`src/rtl/mc_control_if.sv`:
```
// mc_control_if: control-unit bundle between the multicycle sequencer and its datapath
interface mc_control_if #(
    parameter int OPW = 4
);
    logic [OPW-1:0] opcode;
    logic           zero;
    logic           mem_ready;
    logic           pc_write;
    logic [1:0]     pc_src;
    logic           ir_write;
    logic           mem_read;
    logic           mem_write;
    logic           reg_write;
    logic [1:0]     wb_sel;
    logic           out_write;
    logic           halted;
    logic [2:0]     state;
    modport master (
        output opcode, zero, mem_ready,
        input  pc_write, pc_src, ir_write, mem_read, mem_write, reg_write, wb_sel, out_write, halted, state
    );
    modport slave (
        input  opcode, zero, mem_ready,
        output pc_write, pc_src, ir_write, mem_read, mem_write, reg_write, wb_sel, out_write, halted, state
    );
endinterface

```
`src/rtl/mc_control.sv`:
```
// mc_control: multicycle CPU sequencer with Moore strobes decoded from state and opcode.
// Define MEM_WAIT_EN to stall FETCH/MEM until mem_ready.
module mc_control #(
    parameter int OPW = 4
) (
    input logic         clk,
    input logic         rst,
    mc_control_if.slave bus
);
    typedef enum logic [2:0] {
        FETCH  = 3'd0,
        DECODE = 3'd1,
        EXEC   = 3'd2,
        MEM    = 3'd3,
        WB     = 3'd4,
        HALT   = 3'd5
    } state_e;
    localparam logic [OPW-1:0] OP_ADD  = 4'h0;
    localparam logic [OPW-1:0] OP_IN   = 4'h1;
    localparam logic [OPW-1:0] OP_OUT  = 4'h2;
    localparam logic [OPW-1:0] OP_LW   = 4'h3;
    localparam logic [OPW-1:0] OP_SW   = 4'h4;
    localparam logic [OPW-1:0] OP_BEQ  = 4'h5;
    localparam logic [OPW-1:0] OP_JMP  = 4'h6;
    localparam logic [OPW-1:0] OP_HALT = 4'hF;
    state_e         state_q, state_d;
    logic [OPW-1:0] op;
    logic           ready, act, is_nop, take_br;
    assign op = bus.opcode;
`ifdef MEM_WAIT_EN
    assign ready = bus.mem_ready;
`else
    logic mem_ready_unused;
    assign mem_ready_unused = bus.mem_ready;
    assign ready = 1'b1;
`endif
    // rst masks every output combinationally so the reset cycle itself is quiet
    assign act     = !rst;
    assign is_nop  = op > OP_JMP && op != OP_HALT;
    assign take_br = op == OP_BEQ && bus.zero;
    always_comb begin
        state_d = FETCH;
        case (state_q)
            FETCH:   state_d = ready ? DECODE : FETCH;
            DECODE:  state_d = op == OP_IN ? WB : op == OP_HALT ? HALT : is_nop ? FETCH : EXEC;
            EXEC:    state_d = op == OP_ADD ? WB : (op == OP_LW || op == OP_SW) ? MEM : FETCH;
            MEM:     state_d = !ready ? MEM : op == OP_LW ? WB : FETCH;
            WB:      state_d = FETCH;
            HALT:    state_d = HALT;
            default: state_d = FETCH;
        endcase
    end
    always_ff @(posedge clk) begin
        state_q <= rst ? FETCH : state_d;
    end
    assign bus.mem_read  = act && (state_q == FETCH || (state_q == MEM && op == OP_LW));
    assign bus.mem_write = act && state_q == MEM && op == OP_SW;
    assign bus.ir_write  = act && state_q == FETCH && ready;
    assign bus.pc_write  = act && ((state_q == FETCH && ready) ||
                                   (state_q == EXEC && (take_br || op == OP_JMP)));
    assign bus.pc_src    = !(act && state_q == EXEC) ? 2'b00 :
                           op == OP_JMP ? 2'b10 : take_br ? 2'b01 : 2'b00;
    assign bus.out_write = act && state_q == EXEC && op == OP_OUT;
    assign bus.reg_write = act && state_q == WB && (op == OP_ADD || op == OP_LW || op == OP_IN);
    assign bus.wb_sel    = !(act && state_q == WB) ? 2'b00 :
                           op == OP_LW ? 2'b01 : op == OP_IN ? 2'b10 : 2'b00;
    assign bus.halted    = act && state_q == HALT;
    assign bus.state     = act ? state_q : FETCH;
endmodule

```
`src/flat_wrapper.sv`:
```
// flat-port wrapper written by rule: the top's interface ports become plain ports
module mc_control_flat 
#(
    parameter int OPW = 4
)
  (clk, rst, bus_opcode, bus_zero, bus_mem_ready, bus_pc_write, bus_pc_src, bus_ir_write, bus_mem_read, bus_mem_write, bus_reg_write, bus_wb_sel, bus_out_write, bus_halted, bus_state);
  mc_control_if #(.OPW(OPW)) bus_i ();
  input logic clk;
  input logic rst;
  input wire logic [$bits(bus_i.opcode)-1:0] bus_opcode;
  input wire logic [$bits(bus_i.zero)-1:0] bus_zero;
  input wire logic [$bits(bus_i.mem_ready)-1:0] bus_mem_ready;
  output wire logic [$bits(bus_i.pc_write)-1:0] bus_pc_write;
  output wire logic [$bits(bus_i.pc_src)-1:0] bus_pc_src;
  output wire logic [$bits(bus_i.ir_write)-1:0] bus_ir_write;
  output wire logic [$bits(bus_i.mem_read)-1:0] bus_mem_read;
  output wire logic [$bits(bus_i.mem_write)-1:0] bus_mem_write;
  output wire logic [$bits(bus_i.reg_write)-1:0] bus_reg_write;
  output wire logic [$bits(bus_i.wb_sel)-1:0] bus_wb_sel;
  output wire logic [$bits(bus_i.out_write)-1:0] bus_out_write;
  output wire logic [$bits(bus_i.halted)-1:0] bus_halted;
  output wire logic [$bits(bus_i.state)-1:0] bus_state;
  assign bus_i.opcode = bus_opcode;
  assign bus_i.zero = bus_zero;
  assign bus_i.mem_ready = bus_mem_ready;
  assign bus_pc_write = bus_i.pc_write;
  assign bus_pc_src = bus_i.pc_src;
  assign bus_ir_write = bus_i.ir_write;
  assign bus_mem_read = bus_i.mem_read;
  assign bus_mem_write = bus_i.mem_write;
  assign bus_reg_write = bus_i.reg_write;
  assign bus_wb_sel = bus_i.wb_sel;
  assign bus_out_write = bus_i.out_write;
  assign bus_halted = bus_i.halted;
  assign bus_state = bus_i.state;
  mc_control #(.OPW(OPW)) u_core (.clk(clk), .rst(rst), .bus(bus_i));
endmodule
```
`config.mk`:
```
export PLATFORM = sky130hd
export DESIGN_NAME = mc_control_flat
export DESIGN_NICKNAME = d
export VERILOG_FILES = /design/src/rtl/mc_control_if.sv /design/src/rtl/mc_control.sv /design/src/flat_wrapper.sv
export SDC_FILE = /design/constraint.sdc
export NUM_CORES = 1
export LEC_CHECK = 0
export BUFFER_PORTS_ARGS = -buffer_cell sky130_fd_sc_hd__buf_2
export CAP_MARGIN = 0
export CORE_AREA = 2 2 39 41
export DETAILED_ROUTE_END_ITERATION = 16
export DIE_AREA = 0 0 41 43
export GPL_TIMING_DRIVEN = 0
export MAX_ROUTING_LAYER = met4
export PLACE_DENSITY_LB_ADDON = 0.1
export RECOVER_POWER = 100
export SLEW_MARGIN = 20
export SYNTH_ARGS = -nofsm -noshare
export SYNTH_HDL_FRONTEND = slang
export SYNTH_SLANG_ARGS = --single-unit
```
`constraint.sdc`:
```
create_clock -name clk -period 1.7 [get_ports clk]
set_clock_uncertainty 0.2 [all_clocks]
set_input_delay 0.34 -clock clk [delete_from_list [all_inputs] [get_ports clk]]
set_output_delay 0.34 -clock clk [all_outputs]
set_load 0.02 [all_outputs]
```
==> results of run 1 <==
[what timing repair did]
action | CTS | global route
cloned | 0 | 0
setup endpoints to repair | 12 | 12
buffers inserted | 6 | 2
pin swaps | 10 | 2
hold buffers | 0 | 0
gates resized for setup | 48 | 3
[worst max-delay path by stage]
stage | from | end | slack (ps)
3_5_place_dp | bus_opcode[2] | bus_wb_sel[1] | -310
5_1_grt | u_core.state_q[0]$_SDFF_PP0_ | bus_pc_write | -200
4_1_cts | u_core.state_q[0]$_SDFF_PP0_ | bus_pc_write | -120
3_3_place_gp | bus_opcode[2] | bus_wb_sel[1] | -300
6_report | u_core.state_q[2]$_SDFF_PP0_ | bus_pc_write | -120
2_1_floorplan | rst | bus_wb_sel[1] | -20
[layout make-up]
cell class,instances,area (um^2)
inverters,2,7.51
multi-input cells,52,475
flip-flops and latches,3,68.8
fillers,119,499
clock buffers,4,26.3
well taps,16,20.0
repair buffers,26,221
plain buffers,6,65.1
[worst reg2reg max path, stage by stage (launching register included)]
cell and delay [ps]:
dfxtp_4 370, buf_6 130, buf_4 140, nor4bb_1 360, a31oi_1 110, o32ai_1 140
[placed cells by master (no fill, tap or decap), types with 3 or more instances in the layout]
cell type,Yosys,layout
buf_6,1,15
buf_4,1,9
buf_2,5,7
nor2b_1,9,5
nor2b_4,0,4
nor2_4,0,4
and4_1,3,3
a31oi_1,3,3
clkbuf_4,0,3
[stage by stage]
| step | hold WS, ps | total power (W) | cells | setup slack, ps | area, um^2 |
|---|---|---|---|---|---|
| 2_1_floorplan | 298 | 0.000183 | 64 | -24.2 | 534 |
| 3_3_place_gp | 355 | 0.000215 | 98 | -299 | 644 |
| 3_5_place_dp | 360 | 0.000217 | 98 | -310 | 644 |
| 4_1_cts | 114 | 0.000397 | 108 | -115 | 871 |
| 5_1_grt | 105 | 0.000433 | 109 | -196 | 885 |
| 6_report | 120 | 0.000400 | 109 | -117 | 885 |
[per-layer routing]
layer  wire length (um)  GRT usage  up-vias
met5                  0          -        -
met4                  0     0.0200        0
met3                 52     0.0628        0
met2                784      0.284       12
met1                748      0.292      280
li1                   -          -      295
[cells by family after synthesis]
family                 Yosys count  share of synthesized area
muxes                            1                     0.0315
DFF                              3                      0.126
buffers and inverters            9                      0.108
AOI/OAI and AO/OA               13                      0.192
and+or+nand+nor                 38                      0.543
[cells in the mapped netlist, drive strengths merged]
cell / number / area, um^2
nor3: 3 / 15.0
o21ai: 4 / 20.0
buf: 7 / 43.8
dfxtp: 3 / 60.1
and4: 3 / 26.3
nand3: 1 / 5.00
o32ai: 1 / 8.76
or3: 1 / 6.26
and2b: 1 / 7.51
nor4: 2 / 25.0
o21a: 1 / 7.51
nand3b: 2 / 15.0
a41oi: 1 / 8.76
and3: 1 / 7.51
and2: 2 / 12.5
a31oi: 3 / 18.8
a211oi: 1 / 12.5
and4bb: 1 / 12.5
a21boi: 1 / 7.51
and3b: 2 / 17.5
nand4b: 1 / 8.76
o21bai: 1 / 7.51
inv: 2 / 7.51
nor3b: 1 / 7.51
mux2: 1 / 15.0
nor4bb: 1 / 10.0
nor2b: 9 / 56.3
nor2: 7 / 26.3
[power by group]
group          internal [W]  total (W)  leakage (nW)  switching, W
sequential        0.0000740  0.0000802        0.0263    0.00000617
combinational     0.0000974   0.000192         0.332     0.0000950
clock             0.0000881   0.000127        0.0150     0.0000389
==> out/metrics.cfg, run 1 <==
[clock_tree]
cts_max_level=1
path_clk_slew_ps=40
cts_buffers=3
cts_num_sinks=3
insertion_delay_ps=230
ctsRootBufferMaster=clkbuf_4
cts_tree=yes
max-clock-path-buffers=2

[global_routing]
grt_pass1_vias=517
grt_start_max_net_pins=11
grt_pass1_wl_um=2400
grt_overflow_total=0
grt.total_usage=0.202
antenna_found_initial=0

[placement]
hpwl_um=944
finalWeightedCongestion=0.715
io_buffers=18

[worst_setup_path]
path_buf_inv=2
critPathCaptureType=output pin
startpoint_type=register
worst_path_max_delay_cell=dfxtp_4
rr_worst_depth=5
reg2reg_slack_ps=130
cp.depth=4
r2r-end=u_core.state_q[2]$_SDFF_PP0_
worstPathCellList=buf_6, nor4_4, o21bai_1, buf_4
cp.arrival_ps=1280
critPathMaxFanout=6
r2r_start=u_core.state_q[2]$_SDFF_PP0_
critical_path_class=register to output pin
crit_family=flip-flops
max_stage_delay_ps=370
required_ps=1160

[power]
vdd_drop_max_mv=0.396
leakagePower_nw=0.374
powerDensity_mw_per_mm2=452

[worst_hold_path]
hp-start=rst
min_path_type=input port to register
hold_path_depth=2
worstHoldEndpoint=u_core.state_q[0]$_SDFF_PP0_

[sta]
finalCritPeriodShare=1.07
maxSlewViolCount=0
slew_headroom=0.754
finalHoldViolations=0
setup_viol=10
tns_ps=-558
worst_pin_slew_ps=364
rsz0062_at_grt=true
min_period_ps=1820
layout_setup_ws_ps=-117
fmax_ghz=0.550

[outcome]
status=finished, violations left
violations=setup timing

[die]
coreArea_mm2=0.00138
rows=14
dieWidth_um=41
chipHeight_um=43
die_area_mm2=0.00176
initial_utilization=0.344
ioPinCount=22

[synth]
ys_warn_count=0
syn-instance-count=64
ys_seq_area_frac=0.126
syn_avg_cell_area_um2=7.45
synth.distinct_cells=31
ys_seq_elements=3
syn_nets=72
syn_area_um2=477

[route]
viasPerCell=5.39
via_count=587
wire_per_inst_um=14.5
drtAntennaViolNets=0
first_iter_violations=8
dr.pass1.iters=4
routed_wl_um=1590
drcViolationCount=0

[layout]
area_growth_pct=85.6
largest_reg_flops=3
largestRegisters=u_core.state_q: 3 flops
finalNetCount=102
utilization=0.639
regMostFlops=u_core.state_q
drive_gt1_frac=0.624
insertedDiodeCount=0

[flow_run]
max_cap_violations=0

Note: power is estimated with default switching activity, not from simulation.
==> run 2, diff against run 1 <==
--- a/config.mk
+++ b/config.mk
@@ -5,6 +5,7 @@
 export SDC_FILE = /design/constraint.sdc
 export NUM_CORES = 1
 export LEC_CHECK = 0
+export ABC_AREA = 1
 export BUFFER_PORTS_ARGS = -buffer_cell sky130_fd_sc_hd__buf_2
 export CAP_MARGIN = 0
 export CORE_AREA = 2 2 39 41
==> out/metrics.cfg, run 2 <==
[synth]
synth.distinct_cells=18  ; -42%
ys.flop_type=dfxtp_1
synth_area_leaders=nor2_1 20%, dfxtp_1 16%, nand2_1 15%
ys_async_sr_fraction=0  ; unchanged
synth_adder_area_share=0  ; unchanged
synthSimpleGateAreaFrac=0.594  ; +0.0505
yosysMostFrequentCell=nor2_1
synth_compound_area_frac=0.0785  ; -0.113
ys_seq_area_frac=0.164  ; +0.0378
synth_xor_area_frac=0  ; unchanged
syn_avg_cell_area_um2=5.09  ; -32%
synth_top_family_by_area=simple AND/OR/NAND/NOR gates
syn_area_um2=367  ; -23%
synthTopCellsByCount=20 x nor2_1, 15 x nand2_1, 12 x inv_1
ys_warn_count=0  ; unchanged
synth_top_area_cell=nor2_1
synth_top_area_frac=0.205  ; +0.0788
ys_seq_elements=3  ; unchanged
synth_mux_area_frac=0  ; -0.0315
syn_nets=80  ; +11%
syn-instance-count=72  ; +13%
synth-edff-count=0  ; unchanged

[power]
seq_power_share=0.265  ; +0.064
powerDensity_mw_per_mm2=506  ; +12%
clock_power_share=0.393  ; +0.075
finalPower_w=0.000310  ; -22%
leakagePower_nw=0.331  ; -12%
vdd_drop_max_mv=0.311  ; -21%
switchingPower_w=0.000107  ; -24%
internal_power_w=0.000203  ; -22%
sw_frac_of_total=0.345  ; -0.00554
pwr-share-comb=0.342  ; -0.139

[die]
initial_utilization=0.265  ; -0.0796
die_area_mm2=0.00176  ; unchanged
chipHeight_um=43  ; unchanged
dieWidth_um=41  ; unchanged
rows=14  ; unchanged
ioPinCount=22  ; unchanged
coreArea_mm2=0.00138  ; unchanged

[sta]
tns_ps=-101  ; +457 ps
finalCritPeriodShare=1.03  ; -0.0439
rsz0062_at_grt=true
fmax_ghz=0.574  ; +4.3%
worst_pin_slew_ps=263  ; -101 ps
layout_setup_ws_ps=-42.8  ; +74.6 ps
setup_viol=6  ; -4
min_period_ps=1740  ; -74.6 ps
maxSlewViolCount=0  ; unchanged
finalHoldViolations=0  ; unchanged
slew_headroom=0.823  ; +0.0686

[layout]
layout_common_cells=17 x buf_2, 13 x nand2_1, 12 x nor2_1, 11 x inv_1, 9 x nor2_2
mostFrequentLayoutCell=buf_2
finalNetCount=108  ; +5.9%
drive_gt1_frac=0.515  ; -0.109
stdcell_area_um2=612  ; -31%
largestRegisters=u_core.state_q: 3 flops
fillers=154  ; +29%
largest_reg_flops=3  ; unchanged
area_growth_pct=66.9
regMostFlops=u_core.state_q
insertedDiodeCount=0  ; unchanged

[clock_tree]
cts_num_sinks=3  ; unchanged
insertion_delay_ps=230  ; about the same
path_clk_slew_ps=40  ; about the same
cts_buffers=3  ; unchanged
cts_max_level=1  ; unchanged
max-clock-path-buffers=2  ; unchanged
hold_buffers=0  ; unchanged
cts_tree=yes
ctsRootBufferMaster=clkbuf_4

[route]
routed_wl_um=998  ; -37%
first_iter_violations=6  ; -2
wire_per_inst_um=8.68  ; -40%
drcViolationCount=0  ; unchanged
viasPerCell=4.40  ; -18%
dr.pass1.iters=4  ; unchanged
drtAntennaViolNets=0  ; unchanged
via_count=506  ; -14%

[worst_setup_path]
required_ps=1160  ; about the same
critPathCaptureType=output pin
startpoint_type=register
critical_path_class=register to output pin
critPathMaxFanout=4  ; -2
cp.arrival_ps=1200  ; -80 ps

[global_routing]
antenna_found_initial=0  ; unchanged
grt_pass1_vias=413  ; -20%
grt_start_max_net_pins=10  ; -1
grt.total_usage=0.131  ; -0.0719
grt_overflow_total=0  ; unchanged
grt_pass1_wl_um=1560  ; -35%

[placement]
io_buffers=19  ; +1
finalWeightedCongestion=0.742  ; +3.8%
hpwl_um=809  ; -14%
placed_area_um2=500  ; -22%

[flow_run]
max_cap_violations=0  ; unchanged

[outcome]
violations=setup timing
status=finished, violations left

[worst_hold_path]
min_path_type=input port to register

run 2: power groups by stage:
stage                     Sequential, W  Combinational [W]  Clock, W
after floorplan               0.0000797          0.0000635         0
after global placement        0.0000804          0.0000911         0
after detailed placement      0.0000806          0.0000912         0
after CTS                     0.0000816           0.000101  0.000129
after global routing          0.0000826           0.000121  0.000133
final                         0.0000822           0.000106  0.000122
run 2: area by class of cell:
type / instances / area (um^2) / share of cell area
multi-input cells: 55 / 303 / 0.495
repair buffers: 23 / 134 / 0.219
flip-flops and latches: 3 / 66.3 / 0.108
inverters: 13 / 51.3 / 0.0838
clock buffers: 4 / 26.3 / 0.0429
well taps: 16 / 20.0 / 0.0327
plain buffers: 1 / 11.3 / 0.0184
run 2: cells by family (layout without fill, tap and decap cells):
| logic type | count (synthesis) | count (layout) |
|---|---|---|
| buffers and inverters | 14 | 41 |
| flip-flops | 3 | 3 |
| AND/OR/NAND/NOR | 50 | 50 |
| AO/OA/AOI/OAI | 5 | 5 |
run 2: layer usage:
layer / global-route usage / wire length (um)
met1: 0.173 / 445
met2: 0.191 / 501
met3: 0.0157 / 51
met4: 0.0600 / 0
met5: - / 0
run 2: final timing paths:
kind | from | to | slack [ps] | cells past startpoint
worst min-delay path | rst | u_core.state_q[0]$_SDFF_PP0_ | 100 | 2
worst max-delay path | u_core.state_q[0]$_SDFF_PP0_ | bus_wb_sel[1] | -40 | 4
worst max register to register | u_core.state_q[2]$_SDFF_PP0_ | u_core.state_q[2]$_SDFF_PP0_ | 380 | 9
worst min register to register | u_core.state_q[2]$_SDFF_PP0_ | u_core.state_q[1]$_SDFF_PP0_ | 490 | 4
run 2: through the flow:
step | cells | hold WS [ps] | setup WS, ps | util
finish | 115 | 101 | -42.8 | 0.442
detailed placement | 107 | 351 | -47.1 | 0.362
CTS | 115 | 97.0 | -101 | 0.414
floorplan | 72 | 326 | -41.6 | -
global placement | 107 | 356 | -53.4 | 0.362
global route | 115 | 101 | -133 | 0.442
run 2: critical path, stage by stage (launching register included):
cell,delay [ps]
dfxtp_4,350
nor2_2,190
nand3_2,150
nor3_2,110
buf_2,180
run 2: timing repair:
| item | 4_1_cts | 5_1_grt |
|---|---|---|
| setup endpoints to repair | 9 | 11 |
| pin swaps | 2 | 2 |
| resized for setup | 6 | 14 |
| cloned | 0 | 0 |
| setup buffers | 4 | 0 |
| endpoints found under the hold margin | 0 | 0 |
==> run 3, diff against run 2 <==
--- a/config.mk
+++ b/config.mk
@@ -8,9 +8,11 @@
 export ABC_AREA = 1
 export BUFFER_PORTS_ARGS = -buffer_cell sky130_fd_sc_hd__buf_2
 export CAP_MARGIN = 0
-export CORE_AREA = 2 2 39 41
+export CELL_PAD_IN_SITES_DETAIL_PLACEMENT = 0
+export CELL_PAD_IN_SITES_GLOBAL_PLACEMENT = 2
+export CORE_MARGIN = 1.5
+export CORE_UTILIZATION = 17
 export DETAILED_ROUTE_END_ITERATION = 16
-export DIE_AREA = 0 0 41 43
 export GPL_TIMING_DRIVEN = 0
 export MAX_ROUTING_LAYER = met4
 export PLACE_DENSITY_LB_ADDON = 0.1
==> out/metrics.cfg, run 3 (same netlist as run 2, synthesis figures left out) <==
[layout]
largest_reg_flops=3  ; unchanged
finalNetCount=107  ; -0.93%
fillers=241  ; +56%
mostFrequentLayoutCell=nor2_1
largestRegisters=u_core.state_q: 3 flops
layout_common_cells=13 x nor2_1, 12 x nand2_1, 11 x inv_1, 10 x buf_2, 9 x buf_4
drive_gt1_frac=0.520  ; +0.00526
area_growth_pct=79.9
regMostFlops=u_core.state_q
fin_cells=125  ; +8.7%
insertedDiodeCount=0  ; unchanged

[die]
die_area_mm2=0.00244  ; +39%
ioPinCount=22  ; unchanged
chipHeight_um=49.4  ; +15%
initial_utilization=0.183  ; -0.0818
dieWidth_um=49.4  ; +21%
rows=16  ; +2
coreArea_mm2=0.00200  ; +45%

[worst_hold_path]
min_path_type=input port to register
hp-start=rst

[worst_setup_path]
worstPathCellList=inv_4, nand2_4, nor2_4, nand2_4, nor2_2, nand3b_1, buf_6
cp.arrival_ps=1240  ; +40 ps
crit_top_cell=nand2_4
required_ps=1160  ; about the same
critPathMaxFanout=3  ; -1
r2r_start=u_core.state_q[2]$_SDFF_PP0_
worstSetupStartpoint=u_core.state_q[2]$_SDFF_PP0_
startpoint_type=register
critPathCaptureType=output pin
worst_path_max_delay_cell=dfxtp_2
critical_path_class=register to output pin
max_stage_delay_ps=330  ; -20 ps

[power]
powerDensity_mw_per_mm2=485  ; -4.3%
vdd_drop_max_mv=0.329  ; +6.1%
leakagePower_nw=0.335  ; +1.3%

[flow_run]
max_cap_violations=0  ; unchanged

[route]
viasPerCell=4.13  ; -6.2%
via_count=516  ; +2.0%
drcViolationCount=0  ; unchanged
dr.pass1.iters=4  ; unchanged
wire_per_inst_um=9.25  ; +6.6%
routed_wl_um=1160  ; +16%
drtAntennaViolNets=0  ; unchanged
first_iter_violations=11  ; +5

[clock_tree]
insertion_delay_ps=230  ; about the same
ctsRootBufferMaster=clkbuf_4
cts_buffers=3  ; unchanged
cts_max_level=1  ; unchanged
max-clock-path-buffers=2  ; unchanged
cts_num_sinks=3  ; unchanged
cts_tree=yes
path_clk_slew_ps=40  ; about the same
hold_buffers=0  ; unchanged

[outcome]
violations=setup timing
status=finished, violations left

[sta]
rsz0062_at_grt=true
layout_setup_ws_ps=-80.6  ; -37.8 ps
worst_pin_slew_ps=198  ; -65.0 ps
min_period_ps=1780  ; +37.8 ps
finalHoldViolations=0  ; unchanged
fmax_ghz=0.562  ; -2.1%
finalCritPeriodShare=1.05  ; +0.0222
hold_slack_ps=110  ; +9.66 ps
setup_viol=3  ; -3
slew_headroom=0.867  ; +0.0443
maxSlewViolCount=0  ; unchanged

[global_routing]
grt.total_usage=0.103  ; -0.0272
grt_overflow_total=0  ; unchanged
grt_start_max_net_pins=10  ; unchanged
grt_pass1_vias=488  ; +18%
antenna_found_initial=0  ; unchanged
grt_pass1_wl_um=1930  ; +23%

[placement]
io_buffers=19  ; unchanged
hpwl_um=929  ; +15%
finalWeightedCongestion=0.714  ; -3.8%
placed_cells=118  ; +10%

run 3: cell count changes in the layout (fill, tap and decap cells not counted), sizes merged:
cell	delta
buf	-1
run 3: metal layers:
metal,track usage,routed length (um)
met4,0.0556,19
met1,0.120,533
met5,-,0
met2,0.171,540
met3,0.0153,63
run 3: metrics by stage:
stage	setup TNS [ps]	setup WS [ps]	total power (W)	instance area, um^2	util
floorplan	-61.3	-41.6	0.000143	385	-
CTS	-371	-104	0.000318	606	0.303
global placement	-144	-86.8	0.000175	514	0.257
detailed placement	-135	-85.1	0.000173	514	0.257
global route	-682	-168	0.000344	659	0.329
finish	-184	-80.6	0.000320	659	0.329
run 3: path summary, 6_finish.rpt:
kind | to | slack [ps] | cells after the start
worst max-delay path | bus_pc_write | -80 | 7
worst min-delay path | u_core.state_q[1]$_SDFF_PP0_ | 110 | 2
worst max register to register | u_core.state_q[2]$_SDFF_PP0_ | 480 | 8
worst min register to register | u_core.state_q[0]$_SDFF_PP0_ | 490 | 4
run 3: timing repair:
item,CTS,global route
setup buffers,3,0
endpoints found under the setup margin,9,8
pin swaps,2,3
resized for setup,14,20
run 3: layout make-up:
type / instances / area, um^2 / area share
multi-input combinational: 55 / 317 / 0.480
timing repair buffer: 22 / 151 / 0.230
sequential: 3 / 68.8 / 0.104
inverter: 13 / 51.3 / 0.0778
tap: 27 / 33.8 / 0.0512
clock buffer: 4 / 26.3 / 0.0398
buffer: 1 / 11.3 / 0.0171
run 3: report_power, final:
group	total, W	internal [W]	leakage (nW)	switching (W)
sequential	0.0000830	0.0000749	0.0264	0.00000809
combinational	0.000113	0.0000432	0.294	0.0000698
clock	0.000124	0.0000879	0.0150	0.0000358
total	0.000320	0.000206	0.335	0.000114
run 3: worst max-delay path: cells and delay by family (launching register included):
kind | cells | cell delay [ps]
DFF | 1 | 330
and+or+nand+nor | 5 | 470
buffers and inverters | 2 | 190
